$ cat src/rtl/eth_pkg.sv
`default_nettype none
// +--------------------------------------------------------------------------+
// | Module  : eth_pkg                                                        |
// | Brief   : RMII receive constants and the preamble/SFD state encoding      |
// |           shared by the eth_rx_bitorder front end.                       |
// | Revision: 1.0 - initial release                                          |
// +--------------------------------------------------------------------------+
package eth_pkg;

    // Preamble dibit as it appears on RMII RXD[1:0] (0x55 sent LSB first)
    localparam logic [1:0]  PREAMBLE_DIBIT  = 2'b01;
    // Final dibit of the SFD (0xD5 sent LSB first ends in 2'b11)
    localparam logic [1:0]  SFD_DIBIT       = 2'b11;
    // Preamble plus SFD length in dibits: 31 x PREAMBLE_DIBIT then SFD_DIBIT
    localparam int unsigned PREAMBLE_DIBITS = 32;
    // Dibits that make up one byte on the RMII wire
    localparam int unsigned DIBITS_PER_BYTE = 4;

    typedef enum logic [1:0] {
        IDLE     = 2'd0,
        PREAMBLE = 2'd1,
        DATA     = 2'd2,
        BAD      = 2'd3
    } rx_state_t;

endpackage : eth_pkg
`default_nettype wire

$ cat src/rtl/eth_dibit_reorder.sv
`default_nettype none
// +--------------------------------------------------------------------------+
// | Module  : eth_dibit_reorder                                              |
// | Brief   : Reorders a stream of RMII payload dibits from wire order        |
// |           (LSB-first per byte) to MSB-first per byte.                     |
// |   clk    in  clock                                                       |
// |   rst    in  synchronous active-high reset                               |
// |   axiiv  in  input dibit valid                                           |
// |   axiid  in  input dibit, wire order                                     |
// |   axiov  out output dibit valid (registered)                             |
// |   axiod  out output dibit, MSB-first within each byte (registered)       |
// | Revision: 1.0 - initial release                                          |
// +--------------------------------------------------------------------------+
module eth_dibit_reorder
    import eth_pkg::*;
(
    input  logic       clk,
    input  logic       rst,
    input  logic       axiiv,
    input  logic [1:0] axiid,
    output logic       axiov,
    output logic [1:0] axiod
);

    localparam logic [1:0] c_last_pos = 2'(DIBITS_PER_BYTE - 1);

    // Position of the next incoming dibit within its byte
    logic [1:0]      r_cnt,     w_cnt_d;
    // Wire dibits 0..2 of the byte being collected (bits 1:0, 3:2, 5:4)
    logic [2:0][1:0] r_collect, w_collect_d;
    // Completed byte awaiting output of its lower three dibits
    logic [2:0][1:0] r_emit,    w_emit_d;
    // Emit dibits still to be sent; the next one out is r_emit[r_rem-1]
    logic [1:0]      r_rem,     w_rem_d;
    logic            r_axiov,   w_axiov_d;
    logic [1:0]      r_axiod,   w_axiod_d;

    always_comb begin
        w_cnt_d     = r_cnt;
        w_collect_d = r_collect;
        w_emit_d    = r_emit;
        w_rem_d     = r_rem;
        w_axiov_d   = 1'b0;
        w_axiod_d   = r_axiod;

        // Drain the previously completed byte, top dibit first
        if (r_rem != 2'd0) begin
            w_axiov_d = 1'b1;
            w_axiod_d = r_emit[r_rem - 2'd1];
            w_rem_d   = r_rem - 2'd1;
        end

        if (axiiv) begin
            if (r_cnt == c_last_pos) begin
                // Bits 7:6 go straight out; the drain above is always
                // finished by now since a byte takes four cycles to collect.
                w_axiov_d = 1'b1;
                w_axiod_d = axiid;
                w_emit_d  = r_collect;
                w_rem_d   = 2'd3;
                w_cnt_d   = 2'd0;
            end else begin
                w_collect_d[r_cnt] = axiid;
                w_cnt_d            = r_cnt + 2'd1;
            end
        end else begin
            // Valid dropped: any partially collected byte is discarded
            w_cnt_d = 2'd0;
        end
    end

    always_ff @(posedge clk) begin
        if (rst) begin
            r_cnt     <= 2'd0;
            r_collect <= '0;
            r_emit    <= '0;
            r_rem     <= 2'd0;
            r_axiov   <= 1'b0;
            r_axiod   <= 2'b00;
        end else begin
            r_cnt     <= w_cnt_d;
            r_collect <= w_collect_d;
            r_emit    <= w_emit_d;
            r_rem     <= w_rem_d;
            r_axiov   <= w_axiov_d;
            r_axiod   <= w_axiod_d;
        end
    end

    assign axiov = r_axiov;
    assign axiod = r_axiod;

endmodule : eth_dibit_reorder
`default_nettype wire

$ cat src/rtl/eth_rx_bitorder.sv
`default_nettype none
// +--------------------------------------------------------------------------+
// | Module  : eth_rx_bitorder                                                |
// | Brief   : RMII receive front end. Validates and strips preamble + SFD,   |
// |           forwards payload dibits (FCS included) reordered MSB-first     |
// |           per byte, and drives the PHY reset pin.                        |
// |   clk       in  50 MHz RMII reference clock                              |
// |   rst       in  synchronous active-high reset                            |
// |   eth_crsdv in  RMII carrier-sense / data-valid                          |
// |   eth_rxd   in  RMII receive dibit                                       |
// |   eth_rstn  out PHY reset, active low (combinational ~rst)               |
// |   axiov     out output dibit valid                                       |
// |   axiod     out output dibit, MSB-first within each byte                 |
// | Revision: 1.0 - initial release                                          |
// +--------------------------------------------------------------------------+
module eth_rx_bitorder
    import eth_pkg::*;
#(
    parameter int unsigned PREAMBLE_DIBITS = eth_pkg::PREAMBLE_DIBITS
) (
    input  logic       clk,
    input  logic       rst,
    input  logic       eth_crsdv,
    input  logic [1:0] eth_rxd,
    output logic       eth_rstn,
    output logic       axiov,
    output logic [1:0] axiod
);

    localparam int unsigned   c_cnt_w    = $clog2(PREAMBLE_DIBITS);
    // Count value at which the SFD dibit is expected
    localparam logic [c_cnt_w-1:0] c_cnt_last = c_cnt_w'(PREAMBLE_DIBITS - 1);

    rx_state_t          r_state, w_state_d;
    logic [c_cnt_w-1:0] r_cnt,   w_cnt_d;
    logic               r_s_v,   w_s_v_d;
    logic [1:0]         r_s_d,   w_s_d_d;

    assign eth_rstn = ~rst;

    always_comb begin
        w_state_d = r_state;
        w_cnt_d   = '0;
        w_s_v_d   = 1'b0;
        w_s_d_d   = r_s_d;

        case (r_state)
            IDLE: begin
                if (eth_crsdv) begin
                    if (eth_rxd == PREAMBLE_DIBIT) begin
                        w_state_d = PREAMBLE;
                        w_cnt_d   = c_cnt_w'(1);
                    end else begin
                        w_state_d = BAD;
                    end
                end
            end
            PREAMBLE: begin
                if (!eth_crsdv) begin
                    w_state_d = IDLE;
                end else if (r_cnt == c_cnt_last) begin
                    w_state_d = (eth_rxd == SFD_DIBIT) ? DATA : BAD;
                end else if (eth_rxd == PREAMBLE_DIBIT) begin
                    w_cnt_d = r_cnt + c_cnt_w'(1);
                end else begin
                    w_state_d = BAD;
                end
            end
            DATA: begin
                if (eth_crsdv) begin
                    w_s_v_d = 1'b1;
                    w_s_d_d = eth_rxd;
                end else begin
                    w_state_d = IDLE;
                end
            end
            BAD: begin
                // Ignore the rest of the burst; resync on carrier drop
                if (!eth_crsdv) begin
                    w_state_d = IDLE;
                end
            end
            default: w_state_d = IDLE;
        endcase
    end

    always_ff @(posedge clk) begin
        if (rst) begin
            r_state <= IDLE;
            r_cnt   <= '0;
            r_s_v   <= 1'b0;
            r_s_d   <= 2'b00;
        end else begin
            r_state <= w_state_d;
            r_cnt   <= w_cnt_d;
            r_s_v   <= w_s_v_d;
            r_s_d   <= w_s_d_d;
        end
    end

    eth_dibit_reorder u_reorder (
        .clk   (clk),
        .rst   (rst),
        .axiiv (r_s_v),
        .axiid (r_s_d),
        .axiov (axiov),
        .axiod (axiod)
    );

endmodule : eth_rx_bitorder
`default_nettype wire

$ cat config.mk
export PLATFORM = sky130hd
export DESIGN_NAME = eth_rx_bitorder
export DESIGN_NICKNAME = d
export VERILOG_FILES = /design/src/rtl/eth_pkg.sv /design/src/rtl/eth_dibit_reorder.sv /design/src/rtl/eth_rx_bitorder.sv
export SDC_FILE = /design/constraint.sdc
export NUM_CORES = 1
export LEC_CHECK = 0
export ABC_AREA = 1
export BUFFER_PORTS_ARGS = -buffer_cell sky130_fd_sc_hd__buf_2
export CORE_MARGIN = 2
export CORE_UTILIZATION = 25
export DETAILED_ROUTE_END_ITERATION = 6
export GPL_ROUTABILITY_DRIVEN = 0
export PLACE_DENSITY = 0.37
export SKIP_CTS_REPAIR_TIMING = 1
export SYNTH_ARGS = -nofsm -noshare
export SYNTH_HDL_FRONTEND = slang
export SYNTH_HIERARCHICAL = 1
export SYNTH_SLANG_ARGS = --single-unit
$ cat constraint.sdc
create_clock -name clk -period 2.92 [get_ports clk]
set_input_delay 0.146 -clock clk [delete_from_list [all_inputs] [get_ports clk]]
set_output_delay 0.146 -clock clk [all_outputs]
set_load 0.02 [all_outputs]
==> results.py, run 1 <==
metrics = {
    "synthesis": {
        "synth_area_leaders": "dfxtp_1 (44%), nor2_1 (8.9%), ha_1 (8.6%)",
        "synth_top_cell_by_area": "dfxtp_1",
        "synth_area_sq_um": 1310,
        "ys_top_cells_by_count": "nor2_1 (31), nand2_1 (30), dfxtp_1 (29)",
        "ys_seq_area_share_pct": 44.5,
        "ys_warn_count": 6,
        "netlist-cell-type-count": 20,
        "yosysMostFrequentCell": "nor2_1",
        "synth-seq-cells": 29,
        "yosys.area.top_type_share_pct": 44.5,
        "synth-main-ff-cell": "dfxtp_1",
        "syn_nets": 190,
        "synth-async-reset-ratio_pct": 0,
        "synth_edf_count": 0,
        "syn_area_per_cell_sq_um": 7.41,
        "netlist_instances": 176,
    },
    "clock_network": {
        "cts.sinks": 29,
        "cts_root_buf": "clkbuf_8",
        "clkSlewWorstSetupHoldPaths_ns": 0.06,
        "tritoncts": "built",
        "cts_buffer_depth": 2,
        "clk_latency_ns": 0.27,
        "numCtsBuffers": 5,
        "ctsHtreeMaxLevel": 2,
    },
    "job": {
        "max-cap-violations": 0,
    },
    "route": {
        "drc_errors": 0,
        "viasPerCell": 4.02,
        "totalWireLength_um": 2520,
        "dr.first_iter.drc_count": 49,
        "drtPass1Iterations": 4,
        "ant_nets": 0,
        "num_vias": 1042,
        "routedWlPerCell_um": 9.73,
    },
    "worst_setup_path": {
        "setup.worst_path.end_class": "register",
        "path_class": "reg2reg",
        "path_buf_inv": 0,
        "worst_setup_path_start_kind": "register",
        "path_cells": "ha_1, and3_1, ha_1, nor2_2, nand3_1, nand2_2, nand2_1, nand2_1, nor2_1",
        "cpLargestDelayFamily": "simple AND/OR/NAND/NOR gates",
        "required_ns": 3.09,
        "max_stage_delay_ns": 0.33,
        "slowest_stage": "dfxtp_1",
        "cp_max_fo": 3,
        "crit_arrival_ns": 1.71,
    },
    "floorplanning": {
        "dieWidth_um": 76.3,
        "initial_utilization_pct": 25.7,
        "coreArea_sq_um": 5070,
        "die_height_um": 76.3,
        "num_rows": 26,
        "ios": 9,
        "die_area_sq_um": 5810,
    },
    "sta": {
        "hold_viol_final": 0,
        "drv_slew": 0,
        "setup_viol_count_final": 0,
        "tns_ns": 0,
        "fin_skew_ns": 0.00659,
        "clock.fmax_ghz": 0.648,
        "maxSlewHeadroom_pct": 82.1,
        "worst_pin_slew_ns": 0.268,
        "period_needed_ns": 1.54,
        "rsz0062_at_grt": "no",
        "timing.final.crit_share_pct": 52.8,
    },
    "global_routing": {
        "grt_use_met3_pct": 3.55,
        "grt_pass1_vias": 989,
        "grt_util_all_layers_pct": 9.60,
        "overflow": 0,
        "grtUsageMet2_pct": 14.2,
        "grt_max_degree": 15,
        "met1_usage_pct": 12.0,
        "antenna_found_initial": 0,
        "grt_pass1_wl_um": 4360,
        "top_usage_layer": "met2",
    },
    "cells_and_area": {
        "antenna_cells": 0,
        "fin_util_pct": 29.6,
        "nFillCells": 565,
        "nets": 203,
        "synthToLayoutAreaGrowth_pct": 15.1,
        "layout-drive-gt1-share_pct": 11.1,
    },
    "power_and_ir_drop": {
        "p_leak_nw": 0.676,
        "vdd_ir_drop_max_mv": 0.206,
        "power_w": 0.000843,
        "powerDensity_nw_per_um2": 561,
    },
    "hold_path": {
        "hp-class": "in2reg",
    },
    "placed_design": {
        "dp_hpwl_um": 1910,
        "port_buffers": 8,
    },
    "outcome": {
        "outcome": "finished, final reports clean",
    },
}
==> path summary, 6_finish.rpt <==
path                       start                   to  slack (ns)  depth (start not counted)
max reg2reg             r_cnt[0]           r_state[0]        1.38                          9
min                   eth_rxd[1]             r_s_d[1]        0.15                          3
min reg2reg  u_reorder/r_emit[2]  u_reorder/r_emit[2]        0.46                          2
max                     r_cnt[0]           r_state[0]        1.38                          9
==> worst reg2reg max path: stages (launching register included) <==
cell     delay, ns
dfxtp_1       0.33
ha_1          0.22
and3_1        0.19
ha_1          0.20
nor2_2        0.12
nand3_1       0.12
nand2_2       0.11
nand2_1       0.05
nand2_1       0.05
nor2_1        0.04
==> cells by family after synthesis <==
group | share of synthesized area, %
xor+xnor | 1.34
fa+ha+maj | 8.63
flops | 44.5
compound gates | 9.97
buf+inv | 9.59
simple gates | 26.0
==> report_power, final <==
part | total (W) | internal [W] | leakage, nW | switching [W]
logic | 0.0000915 | 0.0000309 | 0.397 | 0.0000607
registers | 0.000429 | 0.000412 | 0.234 | 0.0000168
clock network | 0.000323 | 0.000186 | 0.0443 | 0.000136
total | 0.000843 | 0.000629 | 0.676 | 0.000214
==> placed cells by master, fill, tap and decap left out, drive strengths merged <==
cell and n:
nor2 34, xor2 1, nand4 2, nand3 12, xnor2 1, a21oi 13, nand2 32, o211ai 1
inv 29, o21ai 9, o2bb2ai 1, and3 1, clkbuf 7, dfxtp 29, buf 8, ha 9
==> layer usage <==
layer | vias to the layer above | share of wire, %
li1 | 569 | -
met1 | 451 | 49
met2 | 16 | 45
met3 | 6 | 4.2
met4 | 0 | 2.2
met5 | - | 0
==> cell type report <==
| cell class | count | area [sq um] | area share [%] |
|---|---|---|---|
| repair buffers | 8 | 40.0 | 2.66 |
| well taps | 70 | 87.6 | 5.83 |
| clock buffers | 7 | 86.3 | 5.75 |
| multi-input cells | 116 | 599 | 39.9 |
| inverters | 29 | 109 | 7.24 |
| flip-flops and latches | 29 | 581 | 38.6 |
==> flip-flops by register name (all words and copies together), names as in the netlist, 2 cells and up <==
name / cells
u_reorder/r_emit: 6
u_reorder/axiod: 2
r_state: 2
u_reorder/r_collect: 6
u_reorder/r_cnt: 2
r_s_d: 2
u_reorder/r_rem: 2
r_cnt: 5
==> stage by stage <==
stage	area (sq um)	hold WS, ns	cells	setup WS [ns]
global route	1500	0.156	259	1.24
global placement	1420	0.434	252	1.41
finish	1500	0.150	259	1.38
detailed placement	1420	0.431	252	1.38
floorplan	1310	0.218	176	1.48
CTS	1500	0.142	259	1.37
No activity file was read; power rests on OpenSTA's default activity.
==> run 2, diff against run 1 <==
- PLACE_DENSITY: 0.37 -> 0.38
- clock period: 2.92 -> 1.3 ns (I/O delays scaled with it)
==> run 2 against run 1 <==
The run now ends with negative setup slack left. Sequential share of layout area down 2.3 points. Highest routed layer unchanged. Largest cell class unchanged. Power up 130%. Non-clock buffer count up 7. Die area unchanged. Sequential power up 130%. Via count up 5.4%.
==> results.py, run 2 (same netlist as run 1, synthesis figures left out) <==
metrics = {
    "route": {
        "totalWireLength_um": 2660,
        "drc_errors": 0,
        "ant_nets": 0,
        "num_vias": 1098,
        "drtPass1Iterations": 4,
        "dr.first_iter.drc_count": 28,
        "viasPerCell": 4.11,
        "routedWlPerCell_um": 9.98,
    },
    "cells_and_area": {
        "nets": 211,
        "stdcell_count": 267,
        "top_regs": "u_reorder/r_collect: 6 flops, u_reorder/r_emit: 6 flops, r_cnt: 5 flops",
        "layout-drive-gt1-share_pct": 18.3,
        "antenna_cells": 0,
        "synthToLayoutAreaGrowth_pct": 23.1,
        "mostFrequentLayoutCells": "nor2_1 (31), nand2_1 (30), inv_1 (27), dfxtp_1 (27), a21oi_1 (13)",
        "final_common_cell": "nor2_1",
    },
    "worst_setup_path": {
        "path_cells": "ha_4, and3_4, ha_4, nor2_4, nand4_1, o21ai_2",
        "required_ns": 1.50,
        "cp_max_fo": 5,
        "max_stage_delay_ns": 0.33,
        "path_class": "reg2reg",
        "reg2reg_depth": 6,
        "reg2reg_from": "r_cnt[1]",
        "setup.worst_path.end_class": "register",
        "worst_setup_path_start_kind": "register",
        "cpLargestDelayFamily": "simple AND/OR/NAND/NOR gates",
        "path_buf_inv": 0,
        "critPathLaunch": "r_cnt[1]",
        "crit_cells": 6,
        "crit_path_end": "r_cnt[0]",
        "timing.critical_path.mode_cell": "ha_4",
        "rrSetupSlack_ns": -0.1,
        "rr_endpoint": "r_cnt[0]",
        "crit_arrival_ns": 1.60,
        "slowest_stage": "dfxtp_2",
    },
    "clock_network": {
        "cts.sinks": 29,
        "ctsHtreeMaxLevel": 2,
        "cts_root_buf": "clkbuf_8",
        "numCtsBuffers": 5,
        "cts_buffer_depth": 2,
        "clkSlewWorstSetupHoldPaths_ns": 0.06,
        "clk_latency_ns": 0.27,
        "tritoncts": "built",
    },
    "global_routing": {
        "overflow": 0,
        "grt_pass1_wl_um": 4570,
        "antenna_found_initial": 0,
        "grt_pass1_vias": 1077,
        "grt_util_all_layers_pct": 10.0,
        "grt_max_degree": 15,
    },
    "power_and_ir_drop": {
        "p_leak_nw": 0.714,
        "vdd_ir_drop_max_mv": 0.357,
        "power_w": 0.00190,
        "powerDensity_nw_per_um2": 1190,
    },
    "floorplanning": {
        "die_area_sq_um": 5810,
        "die_height_um": 76.3,
        "dieWidth_um": 76.3,
        "coreArea_sq_um": 5070,
        "ios": 9,
        "initial_utilization_pct": 25.7,
        "num_rows": 26,
    },
    "sta": {
        "hold_viol_final": 0,
        "rsz0062_at_grt": "yes",
        "tns_ns": -0.358,
        "setup_viol_count_final": 7,
        "maxSlewHeadroom_pct": 75.5,
        "clock.fmax_ghz": 0.714,
        "period_needed_ns": 1.40,
        "postLayoutSetupSlackWorst_ns": -0.0998,
        "worst_pin_slew_ns": 0.366,
        "drv_slew": 0,
        "holdWs_ns": 0.0668,
        "fin_skew_ns": 0.00344,
        "timing.final.crit_share_pct": 108,
    },
    "outcome": {
        "violations": "negative setup slack",
        "outcome": "finished, violations left",
    },
    "placed_design": {
        "dp_cells": 257,
        "port_buffers": 8,
        "dp_hpwl_um": 2000,
    },
    "job": {
        "max-cap-violations": 0,
    },
    "hold_path": {
        "hp-class": "in2reg",
    },
}
-- run 2: cell count changes in the layout (fill, tap and decap cells not counted), sizes merged --
cell	delta
buf	+7
nand2	+1
-- run 2: how the worst min path moves through the flow --
stage	startpoint	to	slack [ns]	cells after the start
2_1_floorplan	rst	r_s_v	0.14	1
3_3_place_gp	eth_rxd[1]	r_s_d[1]	0.34	3
3_5_place_dp	eth_rxd[0]	r_s_d[0]	0.35	3
4_1_cts	eth_rxd[0]	r_s_d[0]	0.06	3
5_1_grt	eth_rxd[0]	r_s_d[0]	0.06	3
6_report	eth_rxd[0]	r_s_d[0]	0.07	3
-- run 2: area by class of cell --
type	instances	area, sq um
Fill cell	557	3470
Sequential cell	29	583
Timing Repair Buffer	15	92.6
Multi-Input combinational cell	117	648
Inverter	29	109
Clock buffer	7	86.3
Tap cell	70	87.6
-- run 2: where the power goes --
part           total (W)  internal [W]  switching (W)
Sequential      0.000967      0.000926      0.0000414
Clock           0.000722      0.000419       0.000303
Combinational   0.000215     0.0000762       0.000139
Total            0.00190       0.00142       0.000484
-- run 2: per-stage QoR --
stage,utilization [%],setup WS (ns),cell area (sq um)
after CTS,31.0,-0.133,1570
after global routing,31.7,-0.197,1610
after detailed placement,29.3,-0.112,1490
final,31.7,-0.0998,1610
after floorplan,-,-0.00902,1340
after global placement,29.3,-0.0818,1490
-- run 2: routing by layer --
| metal | GRT usage [%] | wire, um |
|---|---|---|
| met2 | 17.1 | 1280 |
| met3 | 3.91 | 82 |
| met4 | 4.36 | 40 |
| met1 | 11.1 | 1260 |
| met5 | 0 | 0 |
-- run 2: worst min-delay path: cells and delay by family --
| family | cells | cell delay [ns] |
|---|---|---|
| AO/OA/AOI/OAI | 1 | 0.05 |
| buffers and inverters | 2 | 0.17 |
